--- src/rtl/regfile_access_arbiter.sv ---
// Two-client round-robin arbiter for a single-port-write / single-port-read register file.
// Each granted request issues to the register file for one cycle, then waits for its response to be consumed.
module regfile_access_arbiter #(
    parameter int ADDR_W = 5,
    parameter int DATA_W = 32
) (
    input  logic              clk,
    input  logic              rst_n,
    input  logic [1:0]        req_valid,
    input  logic [1:0]        req_write,
    input  logic [ADDR_W-1:0] req_addr0,
    input  logic [ADDR_W-1:0] req_addr1,
    input  logic [DATA_W-1:0] req_wdata0,
    input  logic [DATA_W-1:0] req_wdata1,
    output logic [1:0]        req_ready,
    output logic [1:0]        rsp_valid,
    input  logic [1:0]        rsp_ready,
    output logic [DATA_W-1:0] rsp_rdata,
    output logic              rf_mode,
    output logic [ADDR_W-1:0] rf_waddr,
    output logic [DATA_W-1:0] rf_wdata,
    output logic [ADDR_W-1:0] rf_raddr,
    input  logic [DATA_W-1:0] rf_rdata
);

    typedef enum logic [1:0] {
        IDLE  = 2'd0,
        ISSUE = 2'd1,
        RESP  = 2'd2
    } state_t;

    state_t            state_q, state_d;
    logic              ptr_q, ptr_d;
    logic              id_q, id_d;
    logic              op_q, op_d;
    logic [ADDR_W-1:0] waddr_q, waddr_d;
    logic [ADDR_W-1:0] raddr_q, raddr_d;
    logic [DATA_W-1:0] wdata_q, wdata_d;
    logic [DATA_W-1:0] rdata_q, rdata_d;
    logic [1:0]        grant;
    logic              gid;

    always_ff @(posedge clk or negedge rst_n) begin
        if (!rst_n) begin
            state_q <= IDLE;
            ptr_q   <= 1'b0;
            id_q    <= 1'b0;
            op_q    <= 1'b0;
            waddr_q <= '0;
            raddr_q <= '0;
            wdata_q <= '0;
            rdata_q <= '0;
        end else begin
            state_q <= state_d;
            ptr_q   <= ptr_d;
            id_q    <= id_d;
            op_q    <= op_d;
            waddr_q <= waddr_d;
            raddr_q <= raddr_d;
            wdata_q <= wdata_d;
            rdata_q <= rdata_d;
        end
    end

    always_comb begin
        state_d = state_q;
        ptr_d   = ptr_q;
        id_d    = id_q;
        op_d    = op_q;
        waddr_d = waddr_q;
        raddr_d = raddr_q;
        wdata_d = wdata_q;
        rdata_d = rdata_q;
        grant   = 2'b00;
        gid     = 1'b0;

        case (state_q)
            IDLE: begin
                // Grant is gated by rst_n so req_ready reads 0 while reset is held.
                if (rst_n) begin
                    if (req_valid == 2'b11) begin
                        grant = ptr_q ? 2'b10 : 2'b01;
                    end else begin
                        grant = req_valid;
                    end
                end
                if (grant != 2'b00) begin
                    gid     = grant[1];
                    id_d    = gid;
                    op_d    = req_write[gid];
                    ptr_d   = ~ptr_q;
                    state_d = ISSUE;
                    // The rf address/data registers double as the transaction latch.
                    if (req_write[gid]) begin
                        waddr_d = gid ? req_addr1 : req_addr0;
                        wdata_d = gid ? req_wdata1 : req_wdata0;
                    end else begin
                        raddr_d = gid ? req_addr1 : req_addr0;
                    end
                end
            end
            ISSUE: begin
                rdata_d = op_q ? '0 : rf_rdata;
                state_d = RESP;
            end
            RESP: begin
                if (rsp_ready[id_q]) begin
                    state_d = IDLE;
                end
            end
            default: begin
                state_d = IDLE;
            end
        endcase
    end

    assign req_ready = grant;
    assign rsp_valid = (state_q == RESP) ? (id_q ? 2'b10 : 2'b01) : 2'b00;
    assign rsp_rdata = rdata_q;
    assign rf_mode   = (state_q == ISSUE) && op_q;
    assign rf_waddr  = waddr_q;
    assign rf_wdata  = wdata_q;
    assign rf_raddr  = raddr_q;

endmodule

--- config.mk ---
export PLATFORM = sky130hd
export DESIGN_NAME = regfile_access_arbiter
export DESIGN_NICKNAME = d
export VERILOG_FILES = /design/src/rtl/regfile_access_arbiter.sv
export SDC_FILE = /design/constraint.sdc
export NUM_CORES = 1
export LEC_CHECK = 0
export CORE_MARGIN = 2
export CORE_UTILIZATION = 40
export DETAILED_ROUTE_END_ITERATION = 16
export PLACE_DENSITY = 0.81
export SLEW_MARGIN = 10
export SYNTH_ARGS = -nofsm -noshare
export SYNTH_HDL_FRONTEND = slang
export SYNTH_SLANG_ARGS = --single-unit
--- constraint.sdc ---
create_clock -name clk -period 2.5 [get_ports clk]
set_clock_uncertainty 0.2 [all_clocks]
set_input_delay 0.5 -clock clk [delete_from_list [all_inputs] [get_ports clk]]
set_output_delay 0.5 -clock clk [all_outputs]
set_load 0.02 [all_outputs]
==> impl_results.md, run 1 <==
* Status: finished clean
* Largest net degree at the start of global routing at 66
* Mean Syn Cell Area at 12.3 um2
* Core area at 8810 um2
* Hold_ws at 0.0581 ns
* WL per Instance at 15.8 um
* Tmin final at 2.40 ns
* Worst EP required at 2.52 ns
* RSZ-0062 raised after global routing: false
* GPL Wtd Cong at 0.783
* Number of synthesized register bits at 79
* Final worst path period share at 96.0%
* Most common cell in the netlist: dfrtp_1
* Relative slew slack at 55.1%
* Library cells used by synthesis at 25
* Wirelength, routed at 9.68 mm
* Worst slack at placement at -0.408 ns
* Area delta synth->final at 62.3%
* Multi-input logic area at 1560 um2
* Vias per cell at 4.86
* Least-Margin Pin Slew at 0.673 ns
* Final core utilization at 67.3%
* WS Path Type: input pin to flip-flop
* Max Cap Violations at 0
* Post-Synthesis Cells at 296
* Synth top area share at 54.2%
* Final Max Slew Viols at 0
* Crit start category: input pin
* Ant diodes at 0
* Initial drt markers at 53
* Pre-Repair DR Iteration Count at 5
* Share of cells above drive strength 1 at 23.7%
* Skew-Pair Late Insertion Delay at 0.34 ns
* Worst min path class: input pin to asynchronous set/reset pin
* Ys async rst share at 100%
* Final Hold Viols at 0
* Cell Area, Synth at 3650 um2
* Crit path capture type: flip-flop
* Dpl hpwl at 7.31 mm
* Port Buffer Count at 192
* Total power divided by cell area at 1100 nW/um2
* Die Y at 99.5 um
* Syn_nets at 410
* CTS Buf Count at 9
* Initial antenna violation count at 0
* Top cells by area, synth: dfrtp_1 54%, mux2_2 15%, mux2_4 12%, nand2_1 6.8%, o21ai_0 4.7%
* Row count at 34
* Initial core utilization at 41.4%
* Post-CTS Hold Fix Bufs at 0
* Gr ovfl total at 0
* Fmax at 0.417 GHz
* Total global-route track usage at 20.0%
* Storage element area at 1980 um2
* ANT nets after route at 0
* CP arrival at 2.42 ns
* # IOs at 193
* Vias after detailed routing at 2971
* Fill cell count at 659
* Commonest cells in the netlist: 79 x dfrtp_1, 66 x nand2_1, 50 x mux2_2
* Number of synthesized flops with an enable pin at 0
* Worst vdd ir at 616 uV
* Worst setup margin at 0.101 ns
* Global-route wire length before repair at 15.6 mm
* CTS root buf: clkbuf_8
* Die area at 9900 um2
* CTS H-tree lvls at 3
* Cell taking the most area after synthesis: dfrtp_1
* # setup viols final at 0
* Vias in the first global route at 3164
* Crit path max fanout at 33
* Horiz. Die Dim at 99.5 um
* CTS tree: built
* YS warnings at 0
* Total Nets Final at 612
* Clock buffer depth at 2
* Register clock-pin slew on the reported worst setup and hold paths at 0.09 ns
* Register area share after synthesis at 54.2%
* Leakage at 2.56 nW
* CTS Sinks at 79
* Ys flop type: dfrtp_1
* DRC at 0
* Setup bufs post-CTS at 0
## critical path: stages
cell,delay [ns]
clkdlybuf4s50_1,0.42
nor2b_1,0.14
buf_4,0.13
or3b_4,0.41
a21oi_4,0.17
buf_12,0.26
mux2_2,0.37
## per-stage QoR
| step | std cells | power [mW] | setup TNS (ns) | area [um2] |
|---|---|---|---|---|
| after global placement | 595 | 5.62 | -7.98 | 5740 |
| after CTS | 611 | 6.62 | 0 | 5910 |
| after floorplan | 296 | 4.01 | 0 | 3650 |
| final | 611 | 6.54 | 0 | 5920 |
| after detailed placement | 595 | 5.73 | -9.18 | 5740 |
| after global routing | 611 | 6.93 | 0 | 5920 |
## power breakdown
part | total (mW) | leakage (nW) | switching [mW] | internal [mW]
logic | 3.44 | 1.49 | 1.61 | 1.83
registers | 2.24 | 0.984 | 0.356 | 1.88
clock network | 0.858 | 0.0862 | 0.489 | 0.369
## per-layer routing
layer | part of all wire [%] | GRT usage, % | up-vias
li1 | - | - | 1408
met1 | 39 | 23.1 | 1423
met5 | 0 | 0 | -
met4 | 2.1 | 7.80 | 0
met3 | 6.7 | 5.69 | 15
met2 | 52 | 35.1 | 125
## layout make-up
| cell class | count | area share, % |
|---|---|---|
| inverter | 3 | 0.190 |
| clock buffer | 9 | 2.09 |
| timing repair buffer | 208 | 34.9 |
| clock inverter | 7 | 0.929 |
| tap | 108 | 2.28 |
| multi-input combinational | 197 | 26.3 |
| sequential | 79 | 33.4 |
## placed cells by master (no fill, tap or decap), types with 3 or more instances in the layout
cell type / n
clkbuf_8: 9
mux2_2: 50
clkdlybuf4s50_1: 187
buf_4: 16
mux2_4: 30
nand2_1: 66
dfrtp_1: 79
o21ai_0: 34
nor2_1: 3
## timing repair
item,in CTS,in global routing
gates resized for setup,6,4
gates cloned,0,0
setup endpoints to repair,2,2
## cells by family after synthesis
family / share of synthesized area, %
simple gates: 8.74
flops: 54.2
buf+inv: 3.43
mux: 27.8
compound gates: 5.66
xor+xnor: 0.240
## final timing paths
path                               from             to  slack [ns]  depth (start not counted)
max in group asynchronous         rst_n  rsp_rdata[23]        1.55                          2
min in group clk           rsp_rdata[0]   rsp_rdata[0]        0.29                          2
min reg2reg                rsp_rdata[0]   rsp_rdata[0]        0.29                          2
max reg2reg                       ptr_q   rf_wdata[17]        0.33                          6
max                        req_valid[0]   rf_wdata[17]        0.10                          7
min                               rst_n          ptr_q        0.06                          3
## sequential cells by signal, indices dropped and copies added (netlist names)
| signal | count |
|---|---|
| rf_raddr | 5 |
| id_q | 1 |
| rf_waddr | 5 |
| rf_wdata | 32 |
| ptr_q | 1 |
| op_q | 1 |
| rsp_rdata | 32 |
| state_q | 2 |
Power figures use the tool's default switching activity.
==> run 2, diff against run 1 <==
--- a/config.mk
+++ b/config.mk
@@ -8,7 +8,7 @@
 export CORE_MARGIN = 2
 export CORE_UTILIZATION = 40
 export DETAILED_ROUTE_END_ITERATION = 16
-export PLACE_DENSITY = 0.81
+export PLACE_DENSITY = 0.78
 export SLEW_MARGIN = 10
 export SYNTH_ARGS = -nofsm -noshare
 export SYNTH_HDL_FRONTEND = slang
==> impl_results.md, run 2 (synthesis results as in run 1) <==
* Status: finished clean
* Commonest non-fill, non-tap cell in the layout: clkdlybuf4s50_1
* Crit start category: input pin
* Setup bufs post-CTS at 0 (unchanged)
* Dpl cell area at 5750 um2 (+0.13%)
* Final instance area at 5950 um2 (+0.53%)
* Worst EP required at 1.80 ns (-0.72 ns)
* CP arrival at 1.70 ns (-0.72 ns)
* Largest net degree at the start of global routing at 66 (unchanged)
* Worst min path class: input pin to asynchronous set/reset pin
* DRC at 0 (unchanged)
* Gr ovfl total at 0 (unchanged)
* Worst vdd ir at 552 uV (-10%)
* Area delta synth->final at 63.1%
* Final Max Slew Viols at 0 (unchanged)
* Fmax at 0.416 GHz (-0.21%)
* Crit path max fanout at 2 (-94%)
* Port Buffer Count at 192 (unchanged)
* Horiz. Die Dim at 99.5 um (unchanged)
* Initial antenna violation count at 0 (unchanged)
* CTS root buf: clkbuf_8
* Wirelength, routed at 9.47 mm (-2.2%)
* Vias per cell at 4.79 (-1.6%)
* Worst setup margin at 0.0961 ns (-0.00505 ns)
* Total power divided by cell area at 1100 nW/um2 (about the same)
* Die Y at 99.5 um (unchanged)
* Clock buffer depth at 2 (unchanged)
* Crit path capture type: primary output
* Vias in the first global route at 3076 (-2.8%)
* Share of cells above drive strength 1 at 23.6% (-0.047 points)
* WS Path Type: input pin to primary output
* Pre-Repair DR Iteration Count at 4 (-1)
* RSZ-0062 raised after global routing: false
* # setup viols final at 0 (unchanged)
* ANT nets after route at 0 (unchanged)
* Ant diodes at 0 (unchanged)
* CTS Buf Count at 9 (unchanged)
* Register clock-pin slew on the reported worst setup and hold paths at 0.08 ns (about the same)
* GPL Wtd Cong at 0.783 (about the same)
* Die area at 9900 um2 (unchanged)
* Skew-Pair Late Insertion Delay at 0.32 ns (-0.02 ns)
* Most frequent cells in the layout: 187 x clkdlybuf4s50_1, 79 x dfrtp_1, 66 x nand2_1
* Total Nets Final at 614 (+0.33%)
* CTS tree: built
* Final worst path period share at 96.2% (+0.20 points)
* Core area at 8810 um2 (unchanged)
* Global-route wire length before repair at 15.1 mm (-2.9%)
* CTS Sinks at 79 (unchanged)
* Dpl hpwl at 7.31 mm (about the same)
* Tmin final at 2.40 ns (+0.00505 ns)
* # IOs at 193 (unchanged)
* Leakage at 2.58 nW (+0.80%)
* Row count at 34 (unchanged)
* Max Cap Violations at 0 (unchanged)
* WL per Instance at 15.5 um (-2.3%)
* Total global-route track usage at 19.2% (-0.86 points)
* Least-Margin Pin Slew at 0.510 ns (-0.163 ns)
* Final Hold Viols at 0 (unchanged)
* Initial drt markers at 45 (-15%)
* Initial core utilization at 41.4% (unchanged)
* Worst slack at placement at -0.449 ns (-0.0414 ns)
* Vias after detailed routing at 2929 (-1.4%)
* CTS H-tree lvls at 3 (unchanged)
* Relative slew slack at 66.0% (+11 points)
## run 2: cell types whose count changed in the layout (fill, tap and decap cells not counted)
cell / before / now
clkinv_2: 1 / 3
buf_4: 16 / 17
bufinv_16: 0 / 1
inv_6: 2 / 0
nor3_2: 1 / 0
dlygate4sd3_1: 0 / 1
clkinvlp_4: 2 / 0
nor3_4: 0 / 1
## run 2: metrics by stage
stage | power, mW | cells | setup TNS, ns | hold slack (ns) | util [%]
floorplan | 4.01 | 296 | 0 | 0.00441 | -
global placement | 5.63 | 596 | -7.22 | 0.262 | 65.2
detailed placement | 5.71 | 596 | -8.58 | 0.271 | 65.2
CTS | 6.65 | 612 | 0 | 0.125 | 67.5
global route | 6.96 | 612 | 0 | 0.136 | 67.6
finish | 6.57 | 612 | 0 | 0.118 | 67.6
## run 2: path summary, 6_finish.rpt
| path | start | endpoint | slack [ns] | depth (start not counted) |
|---|---|---|---|---|
| max | req_valid[1] | req_ready[1] | 0.1 | 5 |
| min reg2reg | rsp_rdata[2] | rsp_rdata[2] | 0.29 | 2 |
| max in group asynchronous | rst_n | rsp_rdata[2] | 1.26 | 3 |
| min in group clk | rsp_rdata[2] | rsp_rdata[2] | 0.29 | 2 |
| max reg2reg | ptr_q | rf_raddr[0] | 0.33 | 5 |
| min | rst_n | rf_wdata[13] | 0.12 | 3 |
## run 2: layout make-up
class                   count  area [um2]
well taps                 108         135
inverters                   3        11.3
repair buffers            210        2080
fillers                   682        2850
multi-input cells         197        1560
clock buffers               9         124
flip-flops and latches     79        1980
clock inverters             6        62.6
## run 2: worst max-delay path, cell delays in order
cell	delay [ns]
clkdlybuf4s50_1	0.47
nand2_1	0.07
or2_2	0.34
nor3_4	0.15
buf_4	0.18
## run 2: power by group
part           switching [mW]  total (mW)  leakage [nW]  internal (mW)
Clock                   0.448       0.903        0.0988          0.454
Combinational            1.60        3.43          1.50           1.83
Sequential              0.350        2.23         0.984           1.89
## run 2: repair_timing
action / in CTS / in global routing
hold buffers: 1 / 0
hold endpoints to repair: 44 / 0
pin swaps: 0 / 0
gates resized for setup: 7 / 4
endpoints found under the setup margin: 2 / 1
## run 2: layer usage
layer  up-vias  GRT usage (%)  share of wire, %
li1       1412              -                 -
met1      1381           22.7                39
met2       119           33.9                52
met3        17           4.36               6.4
met4         0           7.27               2.3
met5         -              0                 0
==> run 3, diff against run 2 <==
--- a/config.mk
+++ b/config.mk
@@ -9,6 +9,7 @@
 export CORE_UTILIZATION = 40
 export DETAILED_ROUTE_END_ITERATION = 16
 export PLACE_DENSITY = 0.78
+export RECOVER_POWER = 50
 export SLEW_MARGIN = 10
 export SYNTH_ARGS = -nofsm -noshare
 export SYNTH_HDL_FRONTEND = slang
==> impl_results.md, run 3 (synthesis results as in run 1) <==
* Status: finished clean
* Global-route wire length before repair at 15.1 mm (unchanged)
* Vias in the first global route at 3076 (unchanged)
* ANT nets after route at 0 (unchanged)
* Tmin final at 2.41 ns (+0.00125 ns)
* # setup viols final at 0 (unchanged)
* Initial drt markers at 55 (+22%)
* Skew-Pair Late Insertion Delay at 0.32 ns (about the same)
* Port Buffer Count at 192 (unchanged)
* Commonest non-fill, non-tap cell in the layout: clkdlybuf4s50_1
* Worst min path class: flip-flop to flip-flop
* Initial core utilization at 41.4% (unchanged)
* Crit path capture type: primary output
* Fmax at 0.416 GHz (about the same)
* Worst vdd ir at 552 uV (about the same)
* CP arrival at 1.71 ns (about the same)
* CTS H-tree lvls at 3 (unchanged)
* Row count at 34 (unchanged)
* Most frequent cells in the layout: 184 x clkdlybuf4s50_1, 79 x dfrtp_1, 66 x nand2_1
* Clock buffer depth at 2 (unchanged)
* Total Nets Final at 614 (unchanged)
* Register clock-pin slew on the reported worst setup and hold paths at 0.08 ns (about the same)
* Met2 usage at 33.9% (unchanged)
* Most used routing layer: met2
* Die Y at 99.5 um (unchanged)
* WS Path Type: input pin to primary output
* Vias per cell at 4.78 (-0.10%)
* Max Cap Violations at 0 (unchanged)
* Relative slew slack at 17.4% (-49 points)
* Area delta synth->final at 62.7%
* WL per Instance at 15.5 um (+0.11%)
* Final Max Slew Viols at 0 (unchanged)
* Worst EP required at 1.80 ns (about the same)
* RSZ-0062 raised after global routing: false
* Dpl hpwl at 7.31 mm (unchanged)
* Core area at 8810 um2 (unchanged)
* Gr ovfl total at 0 (unchanged)
* Final Hold Viols at 0 (unchanged)
* Wirelength, routed at 9.48 mm (+0.11%)
* DRC at 0 (unchanged)
* Routing usage on met3 at 4.36% (unchanged)
* Crit path max fanout at 2 (unchanged)
* Share of cells above drive strength 1 at 23.0% (-0.60 points)
* Pre-Repair DR Iteration Count at 4 (unchanged)
* Final worst path period share at 96.2% (about the same)
* Largest net degree at the start of global routing at 66 (unchanged)
* Vias after detailed routing at 2926 (-0.10%)
* Fill cell count at 689 (+1.0%)
* Leakage at 2.58 nW (-0.18%)
* CTS root buf: clkbuf_8
* CTS tree: built
* Dpl cells at 596 (unchanged)
* Ant diodes at 0 (unchanged)
* Least-Margin Pin Slew at 1.24 ns (+0.729 ns)
* Horiz. Die Dim at 99.5 um (unchanged)
* CTS Buf Count at 9 (unchanged)
* Final cell count without fillers at 612 (unchanged)
* GPL Wtd Cong at 0.783 (unchanged)
* # IOs at 193 (unchanged)
* CTS Sinks at 79 (unchanged)
* Total global-route track usage at 19.2% (unchanged)
* Total power divided by cell area at 1100 nW/um2 (about the same)
* Initial antenna violation count at 0 (unchanged)
* Crit start category: input pin
* Final core utilization at 67.4% (-0.18 points)
* Die area at 9900 um2 (unchanged)
* Met1 usage at 22.7% (unchanged)
## run 3: changes by cell type in the layout (fill, tap and decap cells not counted)
cell             delta
clkbuf_1            +3
clkbuf_4            +2
o21ai_1             -1
dlygate4sd3_1       +3
clkdlybuf4s50_1     -3
clkbuf_2            +2
o21ai_0             +1
buf_4               -7
## run 3: worst paths after layout
kind | startpoint | end | slack (ns) | cells past startpoint
worst max-delay path | req_valid[1] | req_ready[1] | 0.09 | 5
worst min-delay path | rsp_rdata[2] | rsp_rdata[2] | 0.28 | 2
worst max register to register | state_q[0] | rf_wdata[14] | 0.31 | 5
worst min register to register | rsp_rdata[2] | rsp_rdata[2] | 0.28 | 2
max in group asynchronous | rst_n | rsp_rdata[2] | 0.33 | 3
min in group asynchronous | rst_n | rf_wdata[13] | 0.39 | 3
## run 3: area by class of cell
cell class / instances / area (um2) / area share, %
clock buffers: 9 / 124 / 2.09
clock inverters: 6 / 62.6 / 1.05
inverters: 3 / 11.3 / 0.190
multi-input cells: 197 / 1560 / 26.3
flip-flops and latches: 79 / 1980 / 33.3
well taps: 108 / 135 / 2.28
repair buffers: 210 / 2070 / 34.8
## run 3: per-layer routing
metal	share of wire (%)	vias to the layer above	routed length [um]
met5	0	-	0
met4	2.0	0	194
met3	6.3	15	602
met2	53	116	4980
met1	39	1382	3700
li1	-	1413	-
## run 3: where the power goes
group          switching [mW]  leakage, nW  internal [mW]  total, mW
Sequential              0.348        0.984           1.89       2.23
Clock                   0.449       0.0988          0.454      0.904
Combinational            1.60         1.50           1.82       3.42
Total                    2.40         2.58           4.16       6.56
## run 3: worst max-delay path, stage by stage
cell	delay [ns]
clkdlybuf4s50_1	0.47
nand2_1	0.07
or2_2	0.34
nor3_4	0.15
buf_4	0.18
## run 3: timing repair
item | CTS | global route
gates resized for setup | 7 | 4
setup buffers | 0 | 0
hold buffers | 1 | 0
setup endpoints to repair | 2 | 1
hold endpoints to repair | 44 | 0
## run 3: stage by stage
stage          setup slack [ns]  total power [mW]  TNS [ns]  cell area, um2  hold slack (ns)
2_1_floorplan             0.120              4.01         0            3650          0.00441
3_3_place_gp             -0.408              5.63     -7.22            5750            0.262
3_5_place_dp             -0.449              5.71     -8.58            5750            0.271
4_1_cts                  0.0635              6.65         0            5940            0.125
5_1_grt                  0.0291              6.94         0            5940            0.307
6_report                 0.0948              6.56         0            5940            0.281
